==> src/rtl/alu_cmd_issuer.sv <==
// alu_cmd_issuer
// Command-side driver for an ALU. It accepts one request at a time on a
// valid/ready command port and drives the ALU op and operand registers. It
// then waits LAT+1 cycles, captures the ALU result and status, and presents
// them on a valid/ready response port. It also keeps wrapping counts of
// completed responses and of responses whose status bit 0 (A < B) is set.
//
// Ports
//   i_clk, i_reset      clock (rising edge), synchronous active-low reset
//   i_cmd_valid/o_cmd_ready, i_cmd_op/a/b     command handshake and payload
//   o_alu_op/o_alu_arg_A/o_alu_arg_B          registered ALU inputs
//   i_alu_result/i_alu_status                 ALU outputs, sampled after LAT
//   o_rsp_valid/i_rsp_ready, o_rsp_op/result/status  response handshake
//   o_done_count/o_less_count                 response statistics
module alu_cmd_issuer #(
  parameter int N     = 2,
  parameter int M     = 8,
  parameter int LAT   = 1,
  parameter int CNT_W = 16
) (
  input  logic             i_clk,
  input  logic             i_reset,
  input  logic             i_cmd_valid,
  output logic             o_cmd_ready,
  input  logic [N-1:0]     i_cmd_op,
  input  logic [M-1:0]     i_cmd_a,
  input  logic [M-1:0]     i_cmd_b,
  output logic [N-1:0]     o_alu_op,
  output logic [M-1:0]     o_alu_arg_A,
  output logic [M-1:0]     o_alu_arg_B,
  input  logic [M-1:0]     i_alu_result,
  input  logic [3:0]       i_alu_status,
  output logic             o_rsp_valid,
  input  logic             i_rsp_ready,
  output logic [N-1:0]     o_rsp_op,
  output logic [M-1:0]     o_rsp_result,
  output logic [3:0]       o_rsp_status,
  output logic [CNT_W-1:0] o_done_count,
  output logic [CNT_W-1:0] o_less_count
);

  typedef enum logic [1:0] {
    IDLE = 2'd0,
    WAIT = 2'd1,
    RESP = 2'd2
  } state_t;

  localparam logic [3:0]       LAT_L   = 4'(LAT);
  localparam logic [CNT_W-1:0] CNT_ONE = CNT_W'(1);

  state_t           r_state;
  state_t           w_next;
  logic             w_accept;
  logic             w_capture;
  logic             w_hs;
  logic [3:0]       r_wait;
  logic [N-1:0]     r_alu_op;
  logic [M-1:0]     r_alu_a;
  logic [M-1:0]     r_alu_b;
  logic [N-1:0]     r_rsp_op;
  logic [M-1:0]     r_rsp_result;
  logic [3:0]       r_rsp_status;
  logic [CNT_W-1:0] r_done;
  logic [CNT_W-1:0] r_less;

  always_ff @(posedge i_clk) begin
    if (!i_reset) begin
      r_state <= IDLE;
    end else begin
      r_state <= w_next;
    end
  end

  always_comb begin
    w_next    = r_state;
    w_accept  = 1'b0;
    w_capture = 1'b0;
    w_hs      = 1'b0;
    case (r_state)
      IDLE: begin
        if (i_cmd_valid) begin
          w_accept = 1'b1;
          w_next   = WAIT;
        end
      end
      WAIT: begin
        // The counter is loaded with LAT on accept and runs down to zero,
        // so the state lasts LAT+1 cycles and captures on the last one.
        if (r_wait == '0) begin
          w_capture = 1'b1;
          w_next    = RESP;
        end
      end
      RESP: begin
        if (i_rsp_ready) begin
          w_hs   = 1'b1;
          w_next = IDLE;
        end
      end
      default: w_next = IDLE;
    endcase
  end

  always_ff @(posedge i_clk) begin
    if (!i_reset) begin
      r_wait       <= '0;
      r_alu_op     <= '0;
      r_alu_a      <= '0;
      r_alu_b      <= '0;
      r_rsp_op     <= '0;
      r_rsp_result <= '0;
      r_rsp_status <= '0;
      r_done       <= '0;
      r_less       <= '0;
    end else begin
      if (w_accept) begin
        r_alu_op <= i_cmd_op;
        r_alu_a  <= i_cmd_a;
        r_alu_b  <= i_cmd_b;
        r_wait   <= LAT_L;
      end
      if (r_state == WAIT && r_wait != '0) begin
        r_wait <= r_wait - 4'd1;
      end
      if (w_capture) begin
        r_rsp_result <= i_alu_result;
        r_rsp_status <= i_alu_status;
        r_rsp_op     <= r_alu_op;
      end
      if (w_hs) begin
        r_done <= r_done + CNT_ONE;
        if (r_rsp_status[0]) begin
          r_less <= r_less + CNT_ONE;
        end
      end
    end
  end

  assign o_cmd_ready  = (r_state == IDLE);
  assign o_rsp_valid  = (r_state == RESP);
  assign o_alu_op     = r_alu_op;
  assign o_alu_arg_A  = r_alu_a;
  assign o_alu_arg_B  = r_alu_b;
  assign o_rsp_op     = r_rsp_op;
  assign o_rsp_result = r_rsp_result;
  assign o_rsp_status = r_rsp_status;
  assign o_done_count = r_done;
  assign o_less_count = r_less;

endmodule
==> config.mk <==
export PLATFORM = sky130hd
export DESIGN_NAME = alu_cmd_issuer
export DESIGN_NICKNAME = d
export VERILOG_FILES = /design/src/rtl/alu_cmd_issuer.sv
export SDC_FILE = /design/constraint.sdc
export NUM_CORES = 1
export LEC_CHECK = 0
export CAP_MARGIN = 20
export CORE_UTILIZATION = 36
export DETAILED_ROUTE_END_ITERATION = 7
export GPL_TIMING_DRIVEN = 0
export MAX_ROUTING_LAYER = met4
export PLACE_DENSITY = 0.69
export SLEW_MARGIN = 5
export SYNTH_ARGS = -nofsm -noshare
export SYNTH_HDL_FRONTEND = slang
export SYNTH_SLANG_ARGS = --single-unit
==> constraint.sdc <==
create_clock -name i_clk -period 1.31 [get_ports i_clk]
set_input_delay 0.1965 -clock i_clk [delete_from_list [all_inputs] [get_ports i_clk]]
set_output_delay 0.1965 -clock i_clk [all_outputs]
set_load 0.1 [all_outputs]
==> results of run 1 <==
[metal layers]
metal,global-route usage (%),up-vias,share of wire [%]
met2,35.40,90,51
met5,-,-,0
met1,24.70,1459,42
met4,8.333,0,1.1
li1,-,1482,-
met3,4.606,8,5.3
[area by class of cell]
| cell class | count | area, um^2 |
|---|---|---|
| well taps | 102 | 127.6 |
| repair buffers | 142 | 1296 |
| clock inverters | 5 | 52.55 |
| plain buffers | 15 | 121.4 |
| fillers | 620 | 2536 |
| multi-input cells | 258 | 1907 |
| clock buffers | 11 | 162.7 |
| flip-flops and latches | 70 | 1505 |
| inverters | 5 | 18.77 |
[how the worst max path moves through the flow]
stage                         start               end  slack, ps  depth (start not counted)
finish                    r_wait[1]         r_wait[3]        -90                          6
global placement         r_state[1]       o_rsp_valid       -670                          2
detailed placement       r_state[1]       o_rsp_valid       -680                          2
global route        o_less_count[8]  o_less_count[13]       -160                          4
floorplan                r_state[0]    o_alu_arg_A[0]       -240                          6
CTS                      r_state[1]       o_cmd_ready        -90                          3
[registers in the layout, indices dropped and copies added, names as in the netlist]
signal and flops:
o_alu_arg_B 8, o_rsp_status 4, o_rsp_op 2, r_wait 4, o_done_count 16, o_alu_op 2, o_less_count 16, o_alu_arg_A 8
r_state 2, o_rsp_result 8
[through the flow]
| step | total power (uW) | area, um^2 | hold slack (ps) |
|---|---|---|---|
| after floorplan | 3113 | 3127 | 322.2 |
| after global placement | 3427 | 4235 | 439.0 |
| after detailed placement | 3437 | 4235 | 449.0 |
| after CTS | 5363 | 4671 | 272.0 |
| after global routing | 5737 | 5191 | 239.7 |
| final | 5523 | 5191 | 215.6 |
[repair_timing]
| item | CTS | global route |
|---|---|---|
| endpoints found under the setup margin | 97 | 79 |
| resized for setup | 426 | 114 |
| buffers inserted | 34 | 8 |
| pin swaps | 16 | 52 |
| gates cloned | 0 | 2 |
[cells in the mapped netlist]
library cell,count
nand4b_2,1
nand3_1,15
a31oi_1,1
a21oi_1,42
nand2b_1,8
and3b_1,1
nor3_1,4
ha_1,3
nor3b_1,1
mux2i_1,8
xor2_1,7
o21a_1,2
nand4_1,9
and4b_1,1
xnor2_1,11
nor4_1,4
and2_1,2
clkbuf_1,11
and2_0,1
or3b_2,1
and4_1,1
nor4bb_1,1
dfxtp_1,70
and3_1,6
nor2b_1,3
nor2_1,23
nand2_1,84
nor4_2,2
inv_1,4
or2_1,1
nand4b_1,2
buf_2,5
or3_1,6
clkinv_1,1
o21ai_0,7
[power by group through the flow]
stage          clock network [uW]  registers (uW)  logic [uW]
2_1_floorplan                   0            2760         349
3_5_place_dp                    0            2280        1160
6_report                     1870            2230        1430
4_1_cts                      1920            2220        1220
5_1_grt                      2000            2240        1500
3_3_place_gp                    0            2270        1150
[logic make-up after synthesis]
group                      after synthesis  synth area share, %
and+or+nand+nor                        177                29.74
DFF                                     70                48.55
AOI/OAI and AO/OA                       52                9.233
buffers and inverters                   21                2.947
xor gates and xnor gates                18                5.462
muxes                                    8                2.774
adders and majority gates                3                1.301
[worst max-delay path, stage by stage (launching register included)]
cell     delay (ps)
dfxtp_2         340
inv_2            50
ha_4            160
or3b_4          240
nand2_4          70
or3_1           330
a31oi_1         130
==> run metrics, run 1 <==
endpoints failing setup=32; Core ar.=between 0.007 and 0.008 mm^2; DRC violations left=0; total grt overflow=0; Sink Count=70; layout cells sized above 1=around 50%; CTS buffer count=9; Finished Core Util=between 60% and 70%; Ports=100; Final Non-Filler Cells=~600; Post-Synthesis Cell Area=a little under 0.003 mm^2; Post-DP HPWL=about 5.2 mm; gpl congestion=~0.79; final hold violation count=0; clock-pin slew on the worst setup and hold paths=around 70 ps; Placement Setup Slack=-677.3 ps; ANT cells=0; Max Slew Vio Count=0; number of global-route vias before repair=roughly 3,000; Mapped Cells=349; CTS tree=built; CP Data Arrival Time=between 1500 and 2000 ps; largest net degree at the start of global routing=13; syn_area_per_cell=around 8.3 um^2; Lkg Pwr=between 0.002 and 0.0025 uW; final setup TNS=-1609 ps; Skew-Pair Late Insertion Delay=340 ps; chip width=a little over 90 um; Worst setup SP type=flip-flop; synthesized net count=approximately 390; total track usage=a little over a fifth; Synth Register Bits=70; Tmin final=~1400 ps; maxcap violations=0; CP Max Fanout=6; DRT iter0 DRCs=74; sw power=approximately 1800 uW; worst slew pin tran=between 600 and 700 ps; CTS Hold Bufs=0; Synth top area share=between 40% and 50%; RSZ-0062 raised after global routing=yes; sequential fraction of design power=about two fifths; P_int=between 3000 and 4000 uW; Seq/Total Area, Yosys=48.55%; Area contributors post-synth=dfxtp_1 49%, nand2_1 11%, a21oi_1 7.3%; PwrDens=roughly 1100 mW/mm^2; Worst Hold Path EP=o_done_count[12]; hold crit path type=in2reg; setup ws final=-93.60 ps; critical path class=reg2reg; launch point of the worst reg-to-reg path=r_wait[1]; Port Buffer Count=98; most common cell after layout, fill and taps aside=buf_4; Sw Ratio=between 30% and 40%; Worst Hold Launch=i_reset; Total Wirelength=just under 9 mm; endpoint class of the critical path=flip-flop; clk root buf=clkbuf_8; commonest non-fill, non-tap cells in the layout=74 x buf_4, 60 x nand2_1, 37 x dfxtp_1; Gate power share=~26%; Syn. warnings=0; outcome=finished, violations left; Layout area overhead=79.84%; Net count, final=between 500 and 600; Max-slew headroom=54.95%; Critical R2R Capture=r_wait[3]; Min-Delay Path Depth=3; First-pass DRT Iterations=4; via count=a little over 3,000; fmax=about 0.71 GHz; Site Rows=32; setup slack, reg-to-reg=-90 ps; VDD IR max=between 0.8 and 0.9 mV; placed cells=549; Distinct cells, synth=35; Clock Path Buffers=2; die area=0.008380 mm^2; Final Cycle Share=107.1%; first-pass GRT wire length=between 10 and 15 mm; cells on worst reg2reg path=6; routed len/inst=14.24 um; routed vias/inst=between 4 and 5; skew final=between 6 and 7 ps; Die H=about 92 um; initial antenna violation count=0; DRT antenna net count=0; failing checks=negative setup slack; Initial Util=37.35%; Synth area leader=dfxtp_1; clock share of power=between 30% and 40%; CP Data Required Time=about 1600 ps; htree depth=3
(Power assumes the default switching activity.)
==> inputs of run 2 (changes only) <==
Settings changed: PLACE_DENSITY 0.69 to 0.66.
Clock period 1.31 ns to 1.8 ns, I/O delays scaled along.
==> run metrics, run 2 (synthesized netlist as in run 1, its figures left out) <==
setup ws final=~87 ps; chip width=slightly above 90 um; Tmin final=roughly 1700 ps; endpoint class of the critical path=output port; PwrDens=~900 mW/mm^2; number of global-route vias before repair=between 2,000 and 3,000; Die H=between 90 and 100 um; DRT iter0 DRCs=93; launch point of the worst reg-to-reg path=r_state[0]; layout cells sized above 1=25.76%; endpoints failing setup=0; Skew-Pair Late Insertion Delay=~340 ps; CTS tree=built; setup slack, reg-to-reg=~140 ps; Critical R2R Capture=o_done_count[9]; CP bufs+invs=1; outcome=finished, final reports clean; Worst setup SP type=flip-flop; Crit path max-delay family=buffers and inverters; Min-Delay Path Depth=3; Worst Hold Path EP=o_less_count[14]; Net count, final=approximately 500; Lkg Pwr=0.001616 uW; CTS Hold Bufs=0; Sink Count=70; largest net degree at the start of global routing=12; Max Slew Vio Count=0; slowest cell on the critical path=clkdlybuf4s15_2; total track usage=a little under a fifth; Total Wirelength=7.013 mm; Hold WS=approximately 360 ps; routed len/inst=12.43 um; Clock Path Buffers=2; Multi-input gate area=0.001436 mm^2; CP Data Arrival Time=between 1000 and 1500 ps; DRC violations left=0; CP Max Fanout=9; crit-path cells=nor2_4 -> clkdlybuf4s15_2; Fillers=around 740; DRT antenna net count=0; CP Data Required Time=between 1500 and 2000 ps; critical path class=reg2out; Post-DP HPWL=5.176 mm; initial antenna violation count=0; PnR Total Power=about 3700 uW; Post-CTS Setup Repair Bufs=0; Port Buffer Count=98; clock-pin slew on the worst setup and hold paths=approximately 70 ps; die area=about 0.0084 mm^2; Placement Setup Slack=-370.1 ps; maxcap violations=0; Layout area overhead=46.12%; cells on worst reg2reg path=4; worst slew pin tran=between 500 and 600 ps; Max-slew headroom=between 60% and 70%; total grt overflow=0; commonest non-fill, non-tap cells in the layout=84 x nand2_1, 46 x dfxtp_1, 44 x clkdlybuf4s15_2; Worst Hold Launch=i_reset; ANT cells=0; VDD IR max=about 0.46 mV; First-pass DRT Iterations=4; gpl congestion=around 0.80; Reg area=0.001431 mm^2; skew final=slightly above 8 ps; Ports=100; hold crit path type=in2reg; Final Cycle Share=around 95%; via count=2,707; htree depth=3; slowest stage delay, CP=570 ps; CTS buffer count=9; Core ar.=~0.0077 mm^2; routed vias/inst=4.800; first-pass GRT wire length=11.69 mm; clk root buf=clkbuf_8; Initial Util=between 30% and 40%; fmax=0.5837 GHz; final hold violation count=0; most common cell after layout, fill and taps aside=nand2_1; Site Rows=32
run 2: layout make-up:
cell class	count	share of cell area [%]
repair buffers	98	22.01
well taps	102	3.026
clock inverters	3	1.009
flip-flops and latches	70	33.94
inverters	5	0.4450
clock buffers	12	3.916
plain buffers	16	1.602
multi-input cells	258	34.06
run 2: worst register-to-register path: stages, from the launching register on:
cell and delay [ps]:
dfxtp_1 400, nand4b_2 370, or2_1 340, or3_1 350
a21oi_1 130
run 2: worst max path at each step:
stage	start	to	slack (ps)	cells past startpoint
2_1_floorplan	o_done_count[2]	o_done_count[9]	-0.4	4
3_3_place_gp	r_state[1]	o_rsp_valid	-360	2
3_5_place_dp	r_state[1]	o_rsp_valid	-370	2
4_1_cts	o_alu_arg_A[7]	o_alu_arg_A[7]	0.009	1
5_1_grt	r_state[0]	o_cmd_ready	-1	2
6_report	r_state[0]	o_cmd_ready	90	2
run 2: power by group:
part / internal [uW] / switching [uW] / leakage (uW)
sequential: 1610 / 43.5 / 0.000580
combinational: 194 / 580 / 0.000931
clock: 744 / 566 / 0.000104
total: 2550 / 1190 / 0.00162
run 2: per-stage QoR:
stage               utilization [%]  area [um^2]  setup TNS, ps  cells
floorplan                         -         2925        -0.3964    349
global placement              52.20         4034          -2420    549
detailed placement            52.20         4034          -2706    549
CTS                           55.65         4300              0    564
global route                  54.58         4218         -1.432    564
finish                        54.58         4218              0    564
run 2: repair_timing:
item	4_1_cts	5_1_grt
endpoints found under the setup margin	67	39
gates resized for setup	181	28
endpoints found under the hold margin	0	0
run 2: routing by layer:
metal  share of wire (%)  routed length [um]  up-vias  GRT usage (%)
met2                  45                3164       74          28.70
li1                    -                   -     1399              -
met1                  47                3291     1230          21.30
met5                   0                   0        -              -
met4                0.83                  58        0          6.349
met3                 7.1                 498        4          6.198
==> inputs of run 3 (changes only) <==
Settings changed: CORE_ASPECT_RATIO set to 1.75.
==> run metrics, run 3 (synthesized netlist as in run 1, its figures left out) <==
outcome=finished, final reports clean; initial antenna violation count=0; DRT antenna net count=0; CTS tree=built; Hold WS=about 390 ps; First-pass DRT Iterations=4; total track usage=roughly a fifth; Sink Count=70; Clock Path Buffers=2; largest net degree at the start of global routing=11; Ports=100; Levels on crit path=1; Lkg Pwr=roughly 0.0017 uW; Final Non-Filler Cells=roughly 550; placed cells=535; clk root buf=clkbuf_16; Skew-Pair Late Insertion Delay=between 300 and 400 ps; htree depth=3; slowest stage delay, CP=just over 800 ps; Setup crit start=o_rsp_status[2]; Worst setup SP type=flip-flop; CP Max Fanout=2; Finished Core Util=between 50% and 60%; P_int=2921 uW; routed len/inst=about 14 um; Tmin final=1776 ps; Max-slew headroom=34.95%; RSZ-0062 raised after global routing=no; DRC violations left=0; PnR Total Power=around 4100 uW; Min-Delay Path Depth=3; Total Wirelength=7.450 mm; CP bufs+invs=1; sequential fraction of design power=between 40% and 50%; layout cells sized above 1=about a fifth; VDD IR max=between 0.7 and 0.8 mV; Post-DP HPWL=around 5.6 mm; setup ws final=approximately 24 ps; first-pass GRT wire length=between 10 and 15 mm; final hold violation count=0; fmax=about 0.56 GHz; critical path class=reg2out; Critical R2R Capture=r_wait[0]; CTS buffer count=9; Max Slew Vio Count=0; sw power=between 1000 and 1500 uW; cells on worst reg2reg path=6; hold crit path type=in2reg; routed vias/inst=between 5 and 6; Worst Hold Launch=i_reset; PwrDens=963.8 mW/mm^2; endpoints failing setup=0; clock-pin slew on the worst setup and hold paths=around 50 ps; Fillers=733; skew final=2.671 ps; Net count, final=about 500; ANT cells=0; endpoint class of the critical path=output port; Layout area overhead=48.72%; Die H=around 120 um; total grt overflow=0; CTS Hold Bufs=0; setup slack, reg-to-reg=220 ps; Core ar.=about 0.0077 mm^2; DRT iter0 DRCs=125; Crit path max-delay family=buffers and inverters; die area=0.008395 mm^2; gpl congestion=0.8077; Placement Setup Slack=-403.0 ps; worst slew pin tran=about 1000 ps; Final Cycle Share=between 90% and 100%; Gate power share=19.0%; most common cell after layout, fill and taps aside=nand2_1; Initial Util=37.62%; CP Data Arrival Time=~1500 ps; via count=between 2,000 and 3,000; crit-path cells=clkdlybuf4s15_1; slowest cell on the critical path=clkdlybuf4s15_1; Sw Ratio=between 20% and 30%; maxcap violations=0; launch point of the worst reg-to-reg path=r_wait[0]; Worst Hold Path EP=o_done_count[12]; chip width=approximately 70 um; Site Rows=between 40 and 50; CP Data Required Time=between 1500 and 2000 ps; number of global-route vias before repair=about 2,700; clock share of power=~40%; Port Buffer Count=roughly 100; commonest non-fill, non-tap cells in the layout=84 x nand2_1, 46 x dfxtp_1, 42 x a21oi_1
run 3: per-layer routing:
metal / GRT usage (%) / wire length [um]
met4: 7.375 / 125
met3: 4.500 / 373
met2: 34.22 / 4020
met1: 20.04 / 2930
met5: - / 0
run 3: timing repair:
action | 4_1_cts | 5_1_grt
setup buffers | 0 | 1
pin swaps | 0 | 1
hold endpoints to repair | 0 | 0
gates resized for setup | 136 | 50
setup endpoints to repair | 69 | 58
run 3: power groups by stage:
stage               Sequential (uW)  Clock, uW  Combinational (uW)
floorplan                      2040          0                 223
global placement               1690          0                 809
detailed placement             1690          0                 814
CTS                            1650       1740                 785
global route                   1660       1810                 831
finish                         1660       1690                 787
run 3: worst reg2reg max path, cell delays in order (launching register included):
cell	delay, ps
dfxtp_1	320
inv_1	80
ha_1	200
or3b_2	470
nand2_1	160
a21oi_1	90
o21a_1	160
run 3: how the worst max path moves through the flow:
stage                             endpoint  slack, ps
final                      o_rsp_status[2]         20
after floorplan            o_done_count[9]       -0.4
after global routing       o_rsp_result[0]       0.08
after CTS                 o_less_count[14]          1
after global placement    o_done_count[14]       -360
after detailed placement  o_done_count[14]       -400
run 3: through the flow:
stage	area, um^2	TNS, ps
finish	4293	0
global route	4293	0
CTS	4309	0
detailed placement	4016	-3552
global placement	4016	-3356
floorplan	2925	-0.3964
run 3: layout make-up:
| type | instances | area (um^2) | area share (%) |
|---|---|---|---|
| timing repair buffer | 99 | 925.9 | 21.57 |
| inverter | 5 | 18.77 | 0.4372 |
| clock inverter | 1 | 30.03 | 0.6995 |
| buffer | 16 | 70.07 | 1.632 |
| sequential | 70 | 1431 | 33.34 |
| clock buffer | 14 | 254.0 | 5.917 |
| multi-input combinational | 258 | 1453 | 33.84 |
| tap | 88 | 110.1 | 2.565 |
